`src/rtl/ws2812b_pkg.sv`:
```
// Shared WS2812B timing defaults and receiver state encoding, used by both the
// transmitter and the receiver so that both sides agree on the bit timing.
package ws2812b_pkg;

  localparam int unsigned DEF_STRIP_LEN  = 120;
  localparam int unsigned DEF_COLOR_BITS = 24;
  localparam int unsigned DEF_T_MIN_HI   = 10;
  localparam int unsigned DEF_T_THRESH   = 60;
  localparam int unsigned DEF_T_MAX_HI   = 150;
  localparam int unsigned DEF_T_RES      = 5000;

  typedef enum logic [1:0] {
    ST_SYNC = 2'd0,
    ST_IDLE = 2'd1,
    ST_HI   = 2'd2,
    ST_LO   = 2'd3
  } rx_state_e;

  function automatic int unsigned max_u(input int unsigned a, input int unsigned b);
    return (a > b) ? a : b;
  endfunction

endpackage

```
`src/rtl/sync_edge.sv`:
```
// Two-flop synchronizer for the serial line with registered rise/fall strobes
// aligned to the synchronized level.
module sync_edge (
  input  logic clk,
  input  logic reset,
  input  logic din,
  output logic level,
  output logic rise,
  output logic fall
);

  logic meta;

  always_ff @(posedge clk or negedge reset) begin
    if (!reset) begin
      meta  <= 1'b0;
      level <= 1'b0;
      rise  <= 1'b0;
      fall  <= 1'b0;
    end else begin
      meta  <= din;
      level <= meta;
      rise  <= meta & ~level;
      fall  <= ~meta & level;
    end
  end

endmodule

```
`src/rtl/ws2812b_rx.sv`:
```
// WS2812B serial receiver: decodes pulse-width bits into LSB-first color words
// and writes them to sequential LED addresses, with framing/overflow checks.
module ws2812b_rx
  import ws2812b_pkg::*;
#(
  parameter int unsigned STRIP_LEN  = DEF_STRIP_LEN,
  parameter int unsigned COLOR_BITS = DEF_COLOR_BITS,
  parameter int unsigned T_MIN_HI   = DEF_T_MIN_HI,
  parameter int unsigned T_THRESH   = DEF_T_THRESH,
  parameter int unsigned T_MAX_HI   = DEF_T_MAX_HI,
  parameter int unsigned T_RES      = DEF_T_RES
) (
  input  logic                           clk,
  input  logic                           reset,
  input  logic                           din,
  output logic                           write_en,
  output logic [$clog2(STRIP_LEN)-1:0]   write_addr,
  output logic [COLOR_BITS-1:0]          dout,
  output logic                           frame_done,
  output logic [$clog2(STRIP_LEN+1)-1:0] pixel_count,
  output logic                           err_frame,
  output logic                           err_ovf
);

  localparam int unsigned ADDR_W = $clog2(STRIP_LEN);
  localparam int unsigned PIX_W  = $clog2(STRIP_LEN + 1);
  localparam int unsigned BIT_W  = $clog2(COLOR_BITS);
  localparam int unsigned CNT_W  = $clog2(max_u(T_RES, T_MAX_HI) + 1);

  logic level, rise, fall;

  sync_edge u_sync_edge (
    .clk   (clk),
    .reset (reset),
    .din   (din),
    .level (level),
    .rise  (rise),
    .fall  (fall)
  );

  rx_state_e             state, state_d;
  logic [CNT_W-1:0]      cnt, cnt_d, cnt_inc;
  logic                  bit_valid, bit_val, pulse_err, frame_end;
  logic [BIT_W-1:0]      bit_cnt;
  logic [COLOR_BITS-2:0] shreg;

  assign cnt_inc = (&cnt) ? cnt : cnt + CNT_W'(1);

  always_ff @(posedge clk or negedge reset) begin
    if (!reset) begin
      state <= ST_SYNC;
      cnt   <= '0;
    end else begin
      state <= state_d;
      cnt   <= cnt_d;
    end
  end

  // Line timing FSM: qualifies pulses and emits bit / error / frame-end events.
  always_comb begin
    state_d   = state;
    cnt_d     = cnt;
    bit_valid = 1'b0;
    bit_val   = 1'b0;
    pulse_err = 1'b0;
    frame_end = 1'b0;
    case (state)
      ST_SYNC: begin
        if (level) begin
          cnt_d = '0;
        end else if (cnt >= CNT_W'(T_RES - 1)) begin
          state_d = ST_IDLE;
        end else begin
          cnt_d = cnt_inc;
        end
      end
      ST_IDLE: begin
        if (rise) begin
          state_d = ST_HI;
          cnt_d   = '0;
        end
      end
      ST_HI: begin
        if ((cnt >= CNT_W'(T_MAX_HI)) || (fall && (cnt < CNT_W'(T_MIN_HI - 1)))) begin
          pulse_err = 1'b1;
          state_d   = ST_SYNC;
          cnt_d     = '0;
        end else if (fall) begin
          bit_valid = 1'b1;
          bit_val   = (cnt >= CNT_W'(T_THRESH - 1));
          state_d   = ST_LO;
          cnt_d     = '0;
        end else begin
          cnt_d = cnt_inc;
        end
      end
      ST_LO: begin
        if (rise) begin
          state_d = ST_HI;
          cnt_d   = '0;
        end else if (cnt >= CNT_W'(T_RES - 1)) begin
          frame_end = 1'b1;
          state_d   = ST_IDLE;
        end else begin
          cnt_d = cnt_inc;
        end
      end
      default: begin
        state_d = ST_SYNC;
        cnt_d   = '0;
      end
    endcase
  end

  // Word assembly, pixel addressing and registered status strobes.
  always_ff @(posedge clk or negedge reset) begin
    if (!reset) begin
      shreg       <= '0;
      bit_cnt     <= '0;
      write_addr  <= '0;
      pixel_count <= '0;
      dout        <= '0;
      write_en    <= 1'b0;
      frame_done  <= 1'b0;
      err_frame   <= 1'b0;
      err_ovf     <= 1'b0;
    end else begin
      write_en   <= 1'b0;
      frame_done <= 1'b0;
      err_frame  <= 1'b0;
      err_ovf    <= 1'b0;

      if (write_en && (write_addr != ADDR_W'(STRIP_LEN - 1))) begin
        write_addr <= write_addr + ADDR_W'(1);
      end

      if (frame_done) begin
        write_addr  <= '0;
        bit_cnt     <= '0;
        pixel_count <= '0;
      end

      if (pulse_err) begin
        err_frame <= 1'b1;
        bit_cnt   <= '0;
        shreg     <= '0;
      end else if (bit_valid) begin
        if (bit_cnt == BIT_W'(COLOR_BITS - 1)) begin
          bit_cnt <= '0;
          shreg   <= '0;
          // Past the end of the strip the word is counted as overflow, never written.
          if (pixel_count < PIX_W'(STRIP_LEN)) begin
            write_en    <= 1'b1;
            dout        <= {bit_val, shreg};
            pixel_count <= pixel_count + PIX_W'(1);
          end else begin
            err_ovf <= 1'b1;
          end
        end else begin
          bit_cnt <= bit_cnt + BIT_W'(1);
          shreg   <= {bit_val, shreg[COLOR_BITS-2:1]};
        end
      end else if (frame_end) begin
        frame_done <= 1'b1;
        err_frame  <= (bit_cnt != '0);
        bit_cnt    <= '0;
        shreg      <= '0;
      end
    end
  end

endmodule

```
`config.mk`:
```
export PLATFORM = sky130hd
export DESIGN_NAME = ws2812b_rx
export DESIGN_NICKNAME = d
export VERILOG_FILES = /design/src/rtl/ws2812b_pkg.sv /design/src/rtl/sync_edge.sv /design/src/rtl/ws2812b_rx.sv
export SDC_FILE = /design/constraint.sdc
export NUM_CORES = 1
export LEC_CHECK = 0
export BUFFER_PORTS_ARGS = -buffer_cell sky130_fd_sc_hd__buf_2
export CORE_ASPECT_RATIO = 0.6
export CORE_UTILIZATION = 40
export DETAILED_ROUTE_END_ITERATION = 6
export PLACE_DENSITY = 0.59
export SKIP_CTS_REPAIR_TIMING = 1
export SLEW_MARGIN = 25
export SYNTH_ARGS = -nofsm -noshare
export SYNTH_HDL_FRONTEND = slang
export SYNTH_SLANG_ARGS = --single-unit
export TNS_END_PERCENT = 20
```
`constraint.sdc`:
```
create_clock -name clk -period 2.82 [get_ports clk]
set_clock_uncertainty 0.05 [all_clocks]
set_input_delay 0.423 -clock clk [delete_from_list [all_inputs] [get_ports clk]]
set_output_delay 0.423 -clock clk [all_outputs]
set_load 0.02 [all_outputs]
```
==> results of run 1 <==
[synth_stat cells (all sizes together) (6+ instances only)]
cell	count
clkbuf	6
nand2	19
a22o	24
a21oi	20
buf	13
dfrtp	89
and2	7
and3	6
nor2	17
nor3	9
nand3	15
inv	8
nand4	6
a31oi	6
ha	6
nor2b	8
mux2	24
o21ai	10
[final cells by class]
type	count	area, um2
fill	912	5174
sequential	89	2227
multi-input combinational	244	1861
timing repair buffer	50	280.3
clock buffer	9	225.2
tap	135	168.9
clock inverter	7	88.84
inverter	8	30.03
[critical path, cell delays in order, from the launching register on]
cell and delay, ns:
dfrtp_1 0.47, inv_1 0.08, ha_1 0.20, nor3_1 0.21
o21ai_0 0.14, or4_2 0.61, buf_4 0.31, mux2_4 0.35
[power by group through the flow]
stage	Sequential, mW	Combinational (mW)	Clock [mW]
6_report	1.37	0.172	1.22
3_5_place_dp	1.39	0.171	0
5_1_grt	1.37	0.193	1.31
2_1_floorplan	1.36	0.139	0
3_3_place_gp	1.38	0.171	0
4_1_cts	1.36	0.172	1.26
[flip-flops by register name, summed over array words and instances (netlist names), 2 cells and up]
name / flops
bit_cnt: 5
dout: 24
state: 2
pixel_count: 7
shreg: 23
cnt: 13
write_addr: 7
[worst max-delay path by stage]
stage,startpoint,to,slack [ns],cells after the start
6_report,cnt[0],dout[16],0.28,7
5_1_grt,cnt[0],dout[16],0.23,7
4_1_cts,cnt[0],dout[4],0.30,7
3_5_place_dp,cnt[0],dout[4],0.30,7
3_3_place_gp,cnt[0],dout[10],0.35,7
2_1_floorplan,cnt[0],dout[0],0.62,8
[metal layers]
layer,up-vias,part of all wire (%)
met5,-,0
met3,6,6.9
li1,1429,-
met1,1515,54
met2,103,39
met4,0,0.53
[kinds of logic (layout without fill, tap and decap cells)]
kind of cell	Yosys count	count (layout)	synth area share (%)
buffers and inverters	27	74	3.287
AOI/OAI and AO/OA	100	100	17.26
muxes	27	27	8.972
and+or+nand+nor	104	104	14.54
adders and majority gates	6	6	1.777
DFF	89	89	52.71
xor gates and xnor gates	7	7	1.451
==> results.md, run 1 <==
* Die area at about 11,000 um2
* Comb power frac at 6.2%
* Reg2Reg Depth at 7
* Leak pwr at 2.423 nW
* Diode count at 0
* Synth Flop Type: dfrtp_1
* Cell total after placement at around 530
* Wire per inst at between 15 and 20 um
* Sw frac at around 25%
* Met3 GRT Util at under 10%
* # IOs at 45
* H-tree depth at 3
* RSZ-0062 raised after global routing: no
* Global route hottest layer: met1
* Final setup vio count at 0
* Worst skew pair latency at 0.33 ns
* Commonest non-fill, non-tap cell in the layout: dfrtp_1
* Worst path required time at ~3.0 ns
* Initial detailed-routing violation count at 262
* Worst r2r src: cnt[0]
* Sw power at 0.6879 mW
* Post-route cell area at between 4000 and 5000 um2
* Synth Instances at 360
* Mapped Area at between 4000 and 5000 um2
* Register area share after synthesis at a little over half
* Setup WS post-layout at 0.2781 ns
* ANT nets after route at 0
* TritonRoute pass-1 iters at 5
* Count of final max-slew check failures at 0
* RR Endpoint: dout[16]
* Final GP Congestion at ~0.9
* Largest net degree at the start of global routing at 46
* Max_slew headroom at between 40% and 50%
* Worst setup SP type: flip-flop
* Layout Nets at 411
* Top cells by area, synth: dfrtp_1 53%, mux2_4 7.5%, a22o_1 5.0%
* Die Y at just over 80 um
* Setup TNS at 0 ns
* Detailed-route DRC error count at 0
* Hold Slack at between 0.03 and 0.04 ns
* Initial Utilization at 42.02%
* First-pass GRT wire length at roughly 15,000 um
* FF+latch count, synth at between 80 and 90
* Die X at ~130 um
* Row cnt at 28
* Worst hold path type: primary input to async pin
* Post-detail-place hpwl at 6256 um
* M1 GR Usage at a little over a quarter
* Core Util, Final at a little under 50%
* Commonest non-fill, non-tap cells in the layout: 89 x dfrtp_1, 43 x buf_2, 24 x a22o_1
* Tcrit/Tclk final at between 90% and 100%
* Vias in the first global route at roughly 2,800
* Placed cell area at 4567 um2
* Initial antenna violation count at 0
* Sequential cell fraction of total power at around half
* Final WL at 9055 um
* Yosys warnings at 0
* Max capacitance violation total at 0
* Setup crit end kind: flip-flop
* # port buffers at 44
* Hold Vio Cnt, Final at 0
* Yosys top cell area share at a little over half
* EDFF count, synth at 0
* DR vias/cell at approximately 5.6
* Clock tree buffer depth at 2
* Core area at just over 10,000 um2
* Final Non-Filler Cells at around 540
* Setup WS pre-CTS at ~0.3 ns
* TritonCTS clock tree: done
* Pwr Total at 2.758 mW
* Layout cells sized above 1 at 25.31%
* Met2 global-route usage at 24.18%
* Root Buffer: clkbuf_16
* Via count at between 3,000 and 4,000
* Int Pwr at 2.070 mW
* Clock sinks at between 80 and 90
* R2R Setup Slk at ~0.28 ns
* Critical path class: flip-flop to flip-flop
* Largest area contributor in the netlist: dfrtp_1
* Netlist cell types at 60
* VDD IR max at 268.3 uV
* Clock power share at between 40% and 50%
* Largest fanout on the critical path at 32
* Total track usage at between 10% and 20%
* Syn avg cell area at ~12 um2
* Max frequency at about 390 MHz
* Slew @ Worst Pin at slightly below 0.8 ns
* Tmin final at 2.542 ns
* Area grow syn2layout at 15.52%
* Status: finished, final reports clean
* Syn nets at between 300 and 400
* Async S/R FF share, synth at 100.0%
* CTS buffer count at 9
* GRT Residual Overflow at 0
* Worst-path clk slew at 0.07 ns
* Power density over the cells at approximately 570 nW/um2
* CP arrival at ~2.7 ns
Power figures use the tool's default switching activity.
==> inputs of run 2 (changes only) <==
ABC_AREA = 1   (was unset)
BUFFER_PORTS_ARGS = -buffer_cell sky130_fd_sc_hd__buf_4   (was -buffer_cell sky130_fd_sc_hd__buf_2)
PLACE_DENSITY = 0.58   (was 0.59)
==> results.md, run 2 <==
* Max capacitance violation total at 0
* # port buffers at 44
* Largest registers: dout (24), shreg (23), cnt (13)
* Largest register FFs at 24
* Status: finished, final reports clean
* Vias in the first global route at 3,753
* Wire per inst at around 14 um
* Tcrit/Tclk final at roughly 77%
* First-pass GRT wire length at slightly below 20,000 um
* Setup crit end kind: flip-flop
* Row cnt at 30
* Largest net degree at the start of global routing at 52
* Final WL at roughly 12,000 um
* Biggest register: dout
* Most frequent cells after synthesis: 167 x nand2_1, 89 x dfrtp_1, 73 x inv_1
* Layout Nets at 675
* Top cells by area, synth: dfrtp_1 45%, nand2_1 13%, nand3_1 6.1%
* Clock power share at between 40% and 50%
* GRT Residual Overflow at 0
* Cell total after placement at between 800 and 900
* Final GP Congestion at 0.9569
* Sw power at around 0.6 mW
* Diode count at 0
* Pwr Total at ~2.5 mW
* # IOs at 45
* Root Buffer: clkbuf_16
* Hold Slack at around 0.027 ns
* Count of final max-slew check failures at 0
* TritonCTS clock tree: done
* Slew @ Worst Pin at around 0.74 ns
* Final setup vio count at 0
* Commonest non-fill, non-tap cell in the layout: nand2_1
* H-tree depth at 3
* RSZ-0062 raised after global routing: no
* Worst setup SP type: flip-flop
* Final Non-Filler Cells at between 800 and 900
* Syn nets at roughly 640
* Max_slew headroom at around 50%
* Register area share after synthesis at 45.22%
* Mapped Area at slightly below 5000 um2
* Largest area contributor in the netlist: dfrtp_1
* Die Y at just under 90 um
* Total track usage at 19.19%
* Initial antenna violation count at 0
* Setup TNS at 0 ns
* Max frequency at roughly 460 MHz
* Critical path class: flip-flop to flip-flop
* Layout cells sized above 1 at 17.16%
* CTS buffer count at 9
* Yosys warnings at 0
* Setup WS pre-CTS at ~0.66 ns
* Core Util, Final at about 48%
* Clock sinks at between 80 and 90
* Syn avg cell area at about 7.8 um2
* Worst path required time at 2.98 ns
* Worst-path clk slew at ~0.07 ns
* Post-route cell area at 5609 um2
* Async S/R FF share, synth at between 90% and 100%
* Placed cell area at roughly 5300 um2
* Via count at between 4,000 and 5,000
* Setup WS post-layout at about 0.64 ns
* Hold Vio Cnt, Final at 0
* Initial detailed-routing violation count at about 330
* Tmin final at approximately 2.2 ns
* Die X at roughly 150 um
* Largest fanout on the critical path at 8
* Power density over the cells at around 450 nW/um2
* Comb power frac at under 10%
* Detailed-route DRC error count at 0
* VDD IR max at about 300 uV
* Die area at 12,770 um2
* Top-count cell post-synth: nand2_1
* Initial Utilization at between 40 and 50%
* Post-detail-place hpwl at 8277 um
* Sw frac at around a quarter
* Core area at ~12,000 um2
* Area grow syn2layout at 13.90%
* Commonest non-fill, non-tap cells in the layout: 167 x nand2_1, 89 x dfrtp_1, 73 x inv_1
* Clock tree buffer depth at 2
* Netlist cell types at 37
* Leak pwr at around 2.7 nW
* Worst skew pair latency at ~0.33 ns
* TritonRoute pass-1 iters at 5
* Synth Instances at between 600 and 700
* EDFF count, synth at 0
* DR vias/cell at 5.072
* Synth Flop Type: dfrtp_1
* Yosys top cell area share at a little under half
* Sequential cell fraction of total power at between 50% and 60%
* FF+latch count, synth at 89
* Int Pwr at between 1.5 and 2 mW
* ANT nets after route at 0
* CP arrival at roughly 2.4 ns
* Worst hold path type: primary input to async pin
[run 2: cell count changes after synthesis, sizes merged, moves of 39 or more]
cell | before | now
nand3 | 15 | 63
inv | 8 | 77
nand2 | 19 | 173
o21ai | 10 | 86
nor2 | 17 | 56
[run 2: worst paths after layout]
kind                                  start                end  slack (ns)  cells after the start
max                                  cnt[1]             cnt[0]        0.64                     10
min                                   reset      write_addr[5]        0.03                      1
max reg2reg                          cnt[1]             cnt[0]        0.64                     10
min reg2reg                u_sync_edge.meta  u_sync_edge.level        0.35                      0
max in group asynchronous             reset          err_frame        2.03                      2
min in group clk                        din   u_sync_edge.meta        0.14                      1
[run 2: area by class of cell]
cell class	count	area, um2
Tap cell	160	200.2
Clock buffer	9	225.2
Fill cell	1167	6027
Timing Repair Buffer	51	395.4
Inverter	78	292.8
Multi-Input combinational cell	437	2218
Clock inverter	6	50.05
Sequential cell	89	2227
[run 2: cells by family after synthesis]
group                    after synthesis  share of synthesized area (%)
adder cells (fa/ha/maj)                6                          1.524
AO/OA/AOI/OAI                        103                          12.81
flip-flops                            89                          45.22
AND/OR/NAND/NOR                      322                          29.65
XOR/XNOR                               6                          1.067
buffers and inverters                104                          9.730
[run 2: worst max-delay path, cell delays in order (launching register included)]
cell and delay [ns]:
dfrtp_1 0.49, ha_1 0.29, nand3_1 0.14, inv_1 0.10
nand2_1 0.11, nor2_1 0.40, nand2_1 0.10, nand2_1 0.10
nand2_1 0.08, nand3_1 0.11, nand4_1 0.09
[run 2: power groups by stage]
stage               registers (mW)  clock network, mW  logic (mW)
global placement              1.32                  0      0.0737
floorplan                     1.31                  0      0.0346
detailed placement            1.32                  0      0.0747
CTS                           1.29               1.16      0.0749
global route                  1.29               1.21      0.0839
finish                        1.29               1.13      0.0724
[run 2: per-layer routing]
metal / global-route usage, % / wire (um) / vias to the layer above
met3: 4.375 / 627 / 8
met4: 4.211 / 82 / 0
met1: 29.82 / 6409 / 1971
li1: - / - / 2115
met5: 0 / 0 / -
met2: 26.57 / 4627 / 116
